**src/rtl/fetch_unit_pb.sv**
```systemverilog
// fetch_unit_pb: PC-sequenced instruction fetch with a DEPTH-entry prefetch FIFO and branch redirect flush
module fetch_unit_pb #(
  parameter int unsigned     AW       = 24,
  parameter int unsigned     IW       = 24,
  parameter int unsigned     INC      = 1,
  parameter int unsigned     DEPTH    = 4,
  parameter logic [AW-1:0]   RESET_PC = '0
) (
  input  logic                         CLK,
  input  logic                         rst,
  input  logic                         redirect_valid,
  input  logic [AW-1:0]                redirect_pc,
  output logic                         imem_en,
  output logic [AW-1:0]                imem_addr,
  input  logic [IW-1:0]                imem_rdata,
  output logic                         out_valid,
  input  logic                         out_ready,
  output logic [IW-1:0]                out_instr,
  output logic [AW-1:0]                out_pc,
  output logic [AW-1:0]                out_pc_next,
  output logic [$clog2(DEPTH+1)-1:0]   fifo_count
);
  localparam int unsigned   CW      = $clog2(DEPTH+1);
  localparam int unsigned   CW1     = CW + 1;
  localparam int unsigned   PW      = $clog2(DEPTH);
  localparam logic [AW-1:0] PC_STEP = AW'(INC);
  logic [AW-1:0] pc_q, inflight_pc_q;
  logic          inflight_q;
  logic [IW-1:0] instr_q [DEPTH];
  logic [AW-1:0] epc_q [DEPTH];
  logic [PW-1:0] rd_q, wr_q;
  logic [CW-1:0] count_q, count_d;
  logic [CW1-1:0] committed;
  logic pop, push, issue;
  // committed counts FIFO slots already owed to buffered or in-flight data
  always_comb begin
    out_valid   = (count_q != '0) & !redirect_valid & !rst;
    pop         = out_valid & out_ready;
    push        = inflight_q & !redirect_valid;
    committed   = CW1'(count_q) + CW1'(inflight_q) - CW1'(pop);
    issue       = !rst & !redirect_valid & (committed < CW1'(DEPTH));
    imem_en     = issue;
    imem_addr   = pc_q;
    out_instr   = instr_q[rd_q];
    out_pc      = epc_q[rd_q];
    out_pc_next = epc_q[rd_q] + PC_STEP;
    fifo_count  = count_q;
    count_d     = count_q + CW'(push) - CW'(pop);
  end
  always_ff @(posedge CLK) begin
    if (rst || redirect_valid) begin
      pc_q       <= rst ? RESET_PC : redirect_pc;
      inflight_q <= 1'b0;
      rd_q       <= '0;
      wr_q       <= '0;
      count_q    <= '0;
    end else begin
      if (issue) pc_q <= pc_q + PC_STEP;
      inflight_q <= issue;
      rd_q       <= rd_q + PW'(pop);
      wr_q       <= wr_q + PW'(push);
      count_q    <= count_d;
    end
  end
  always_ff @(posedge CLK) begin
    if (issue) inflight_pc_q <= pc_q;
    if (push && !rst) begin
      instr_q[wr_q] <= imem_rdata;
      epc_q[wr_q]   <= inflight_pc_q;
    end
  end
endmodule

```
**config.mk**
```make
export PLATFORM = sky130hd
export DESIGN_NAME = fetch_unit_pb
export DESIGN_NICKNAME = d
export VERILOG_FILES = /design/src/rtl/fetch_unit_pb.sv
export SDC_FILE = /design/constraint.sdc
export NUM_CORES = 1
export LEC_CHECK = 0
export ABC_AREA = 1
export CORE_MARGIN = 8
export CORE_UTILIZATION = 41
export CTS_BUF_LIST = sky130_fd_sc_hd__clkbuf_2 sky130_fd_sc_hd__clkbuf_4 sky130_fd_sc_hd__clkbuf_8
export CTS_CLUSTER_DIAMETER = 60
export DETAILED_ROUTE_END_ITERATION = 8
export DONT_BUFFER_PORTS = 1
export GPL_TIMING_DRIVEN = 0
export SYNTH_ARGS = -nofsm -noshare
export SYNTH_HDL_FRONTEND = slang
export SYNTH_SLANG_ARGS = --single-unit
```
**constraint.sdc**
```tcl
create_clock -name CLK -period 8.6 [get_ports CLK]
set_input_delay 2.58 -clock CLK [delete_from_list [all_inputs] [get_ports CLK]]
set_output_delay 2.58 -clock CLK [all_outputs]
set_load 0.02 [all_outputs]
```
==> metrics.md <==
| Metric | Value |
|---|---|
| Number of sinks handled by clock tree synthesis | 248 |
| CTS H-tree depth | 2 |
| Sequential cell area fraction in the yosys report | 0.688 |
| Peak ir drop on the vdd network | 0.144 mV |
| # IOs | 153 |
| Router iterations before antenna repair | 5 |
| Share of layout cells above drive strength 1 | 0.141 |
| Slowest cell delay on critical path | 470 ps |
| Hold Violations, Final | 0 |
| Resize count post-CTS | 0 |
| Placed wire-length estimate after detailed placement | 18900 um |
| Post-CTS Hold Fix Bufs | 0 |
| DR DRC count | 0 |
| Type of element capturing the critical path | output pin |
| Final count of negative-setup-slack endpoints | 0 |
| Non-filler cells, final | 1386 |
| Mean number of vias per cell | 5.10 |
| Hold wc startpoint | inflight_pc_q[22] |
| IO buf count | 0 |
| Number of buffers inserted by post-CTS setup repair | 0 |
| Die outline area | 0.0316 sq mm |
| Setup skew after layout | 12.6 ps |
| Largest net degree at the start of global routing | 25 |
| Commonest cells after routing, fill and taps aside | nand2_1 (242), edfxtp_1 (240), nor2_1 (101) |
| Maximum fanout along the worst path | 15 |
| Final wirelength | 26100 um |
| Vertical extent of the die | 178 um |
| Data required time of the critical path | 6020 ps |
| Antenna diode count | 0 |
| Total leakage power | 4.54 nW |
| First DRT Iteration DRCs | 441 |
| Sequential group share of total power | 0.547 |
| Number of buffer and inverter stages on the critical path | 4 |
| Worst Setup Start Kind | input pin |
| Gpl congestion | 0.923 |
| CTS root buf | clkbuf_8 |
| Post-synthesis instance area | 0.0107 sq mm |
| Run status | completed |
| Min-delay worst type | reg -> reg |
| Total CTS buffers | 41 |
| First-pass GRT wire length | 39800 um |
| Wirelength per Cell | 18.8 um |
| Worst slew margin relative to its limit | 0.297 |
| Overall fraction of global-route tracks in use | 0.164 |
| Core Region | 0.0258 sq mm |
| Final layout net count | 1077 |
| Commonest non-fill, non-tap cell in the layout | nand2_1 |
| Final clock period utilization by the worst path | 0.938 |
| YS warnings | 0 |
| Max-capacitance violation count | 0 |
| Clock transition at the registers of the reported paths | 60 ps |
| Standard cell with the maximum stage delay on the critical path | nor2_2 |
| Sequence of cells on the critical path | nor2_1, buf_2, clkinv_1, a21oi_2, nand3_1, ha_1, nand2_1, inv_1, nand3_1, nand2_1, nand2_1, nand2_1, nand3_1, nor2_2, buf_8 |
| Worst-Margin Slew | 1050 ps |
| Most numerous cell on the critical path | nand2_1 |
| Shortest clock period the worst path allows after layout | 8060 ps |
| Placed instance count | 1310 |
| Starting density of the core | 0.415 |
| Data arrival time at the worst-slack endpoint | 5480 ps |
| Library cells used by synthesis | 36 |
| Yosys reg bits | 248 |
| Std cell rows | 59 |
| Fraction of power consumed by the clock network | 0.428 |
| Overall via count from detail_route | 7062 |
| Number of global-route vias before repair | 6892 |
| RSZ-0062 raised after global routing | no |
| Family with the most delay on the worst path | simple AND/OR/NAND/NOR gates |
| TritonCTS clock tree | yes |
| Initial antenna violation count | 0 |
| Internal reg-to-reg setup slack | 5420 ps |
| Die Span X | 178 um |
| Area Overhead vs Synth | 14.8% |
| Final total power | 2.54 mW |
| Source-to-sink clock delay at the later pin of the worst-skew pair | 530 ps |
| Timing-limited maximum frequency | 124 MHz |
| Remaining antenna violation count | 0 |
| Post-Syn Instances | 952 |
| Worst R2R Path Depth | 12 |
| Max clock buf depth | 3 |
| Final count of pins violating max slew | 0 |
| Net switching power | 541 uW |
| Post-synth net total | 1011 |
| Logic gate share of total power | 0.025 |
| Critical path class | in -> out |
| Launch point of the worst reg-to-reg path | fifo_count[0] |
| Reg-to-reg endpoint | imem_addr[11] |
| Design internal power | 2.00 mW |
| Overflow after GRT | 0 |
| Power density over cell area | 206 mW/mm^2 |
| Post-Synthesis Mean Instance Area | 11.3 sq um |
| Fraction of power spent switching nets | 0.213 |
| Min-Delay Path Depth | 0 |
| Hold endpoint | epc_q[2][22] |
area by class of cell:
cell class / count / area, sq um
flip-flops and latches: 248 / 7370
multi-input cells: 605 / 2920
well taps: 335 / 419
fillers: 2393 / 13500
inverters: 63 / 241
clock inverters: 23 / 214
repair buffers: 23 / 267
plain buffers: 36 / 213
clock buffers: 53 / 661
logic make-up (layout without fill, tap and decap cells):
| group | Yosys count | after routing | share of synthesized area |
|---|---|---|---|
| buf+inv | 99 | 198 | 0.0424 |
| simple gates | 469 | 469 | 0.188 |
| xor+xnor | 24 | 24 | 0.0196 |
| flops | 248 | 248 | 0.688 |
| fa+ha+maj | 7 | 7 | 0.00888 |
| compound gates | 105 | 105 | 0.0538 |
metrics by stage:
stage	utilization	hold slack [ps]	cell area, sq um	TNS, ps	setup WS (ps)
global placement	0.431	478	11100	-202870	-1180
global route	0.476	524	12300	0	182
CTS	0.476	500	12300	0	292
floorplan	-	459	10700	0	324
detailed placement	0.442	482	11400	0	302
finish	0.476	496	12300	0	536
state kept, by name (all words and copies together) (netlist names):
| register | cells |
|---|---|
| instr_q | 96 |
| fifo_count | 3 |
| wr_q | 2 |
| inflight_q | 1 |
| rd_q | 2 |
| epc_q | 96 |
| imem_addr | 24 |
| inflight_pc_q | 24 |
cell usage after synthesis (all sizes together):
cell type	n	share of area
nand2	250	0.090
edfxtp	240	0.67
nor2	119	0.047
nand3	74	0.036
o21ai	67	0.031
inv	61	0.021
o22ai	24	0.014
buf	20	0.014
xor2	18	0.015
clkbuf	16	0.0056
nand4	12	0.0070
nor3	11	0.0056
a21oi	8	0.0037
dfxtp	8	0.015
ha	6	0.0070
xnor2	6	0.0049
a22o	2	0.0016
clkinv	2	0.0012
nand3b	2	0.0014
a32o	1	0.00093
a32oi	1	0.00082
fa	1	0.0019
o21bai	1	0.00070
o31ai	1	0.00070
or2	1	0.00058
metal layers:
metal | up-vias | track usage | wire length, um
li1 | 3441 | - | -
met5 | - | 0 | 0
met4 | 0 | 0.0573 | 634
met1 | 3327 | 0.210 | 11100
met3 | 54 | 0.0451 | 2150
met2 | 240 | 0.263 | 12200
worst max-delay path by stage:
stage	startpoint	end	slack [ps]	cells after the start
2_1_floorplan	redirect_valid	imem_en	320	14
5_1_grt	redirect_valid	imem_en	180	15
6_report	redirect_valid	imem_en	540	15
3_5_place_dp	redirect_valid	imem_en	300	15
4_1_cts	redirect_valid	imem_en	290	15
3_3_place_gp	redirect_valid	epc_q[3][10]	-1180	4
power groups by stage:
stage | clock, mW | sequential [mW] | combinational [mW]
after CTS | 1.11 | 1.39 | 0.0653
after floorplan | 0 | 1.40 | 0.0475
after detailed placement | 0 | 1.41 | 0.0650
final | 1.09 | 1.39 | 0.0645
after global routing | 1.16 | 1.39 | 0.0719
after global placement | 0 | 1.41 | 0.0610
Note: power is estimated with default switching activity, not from simulation.
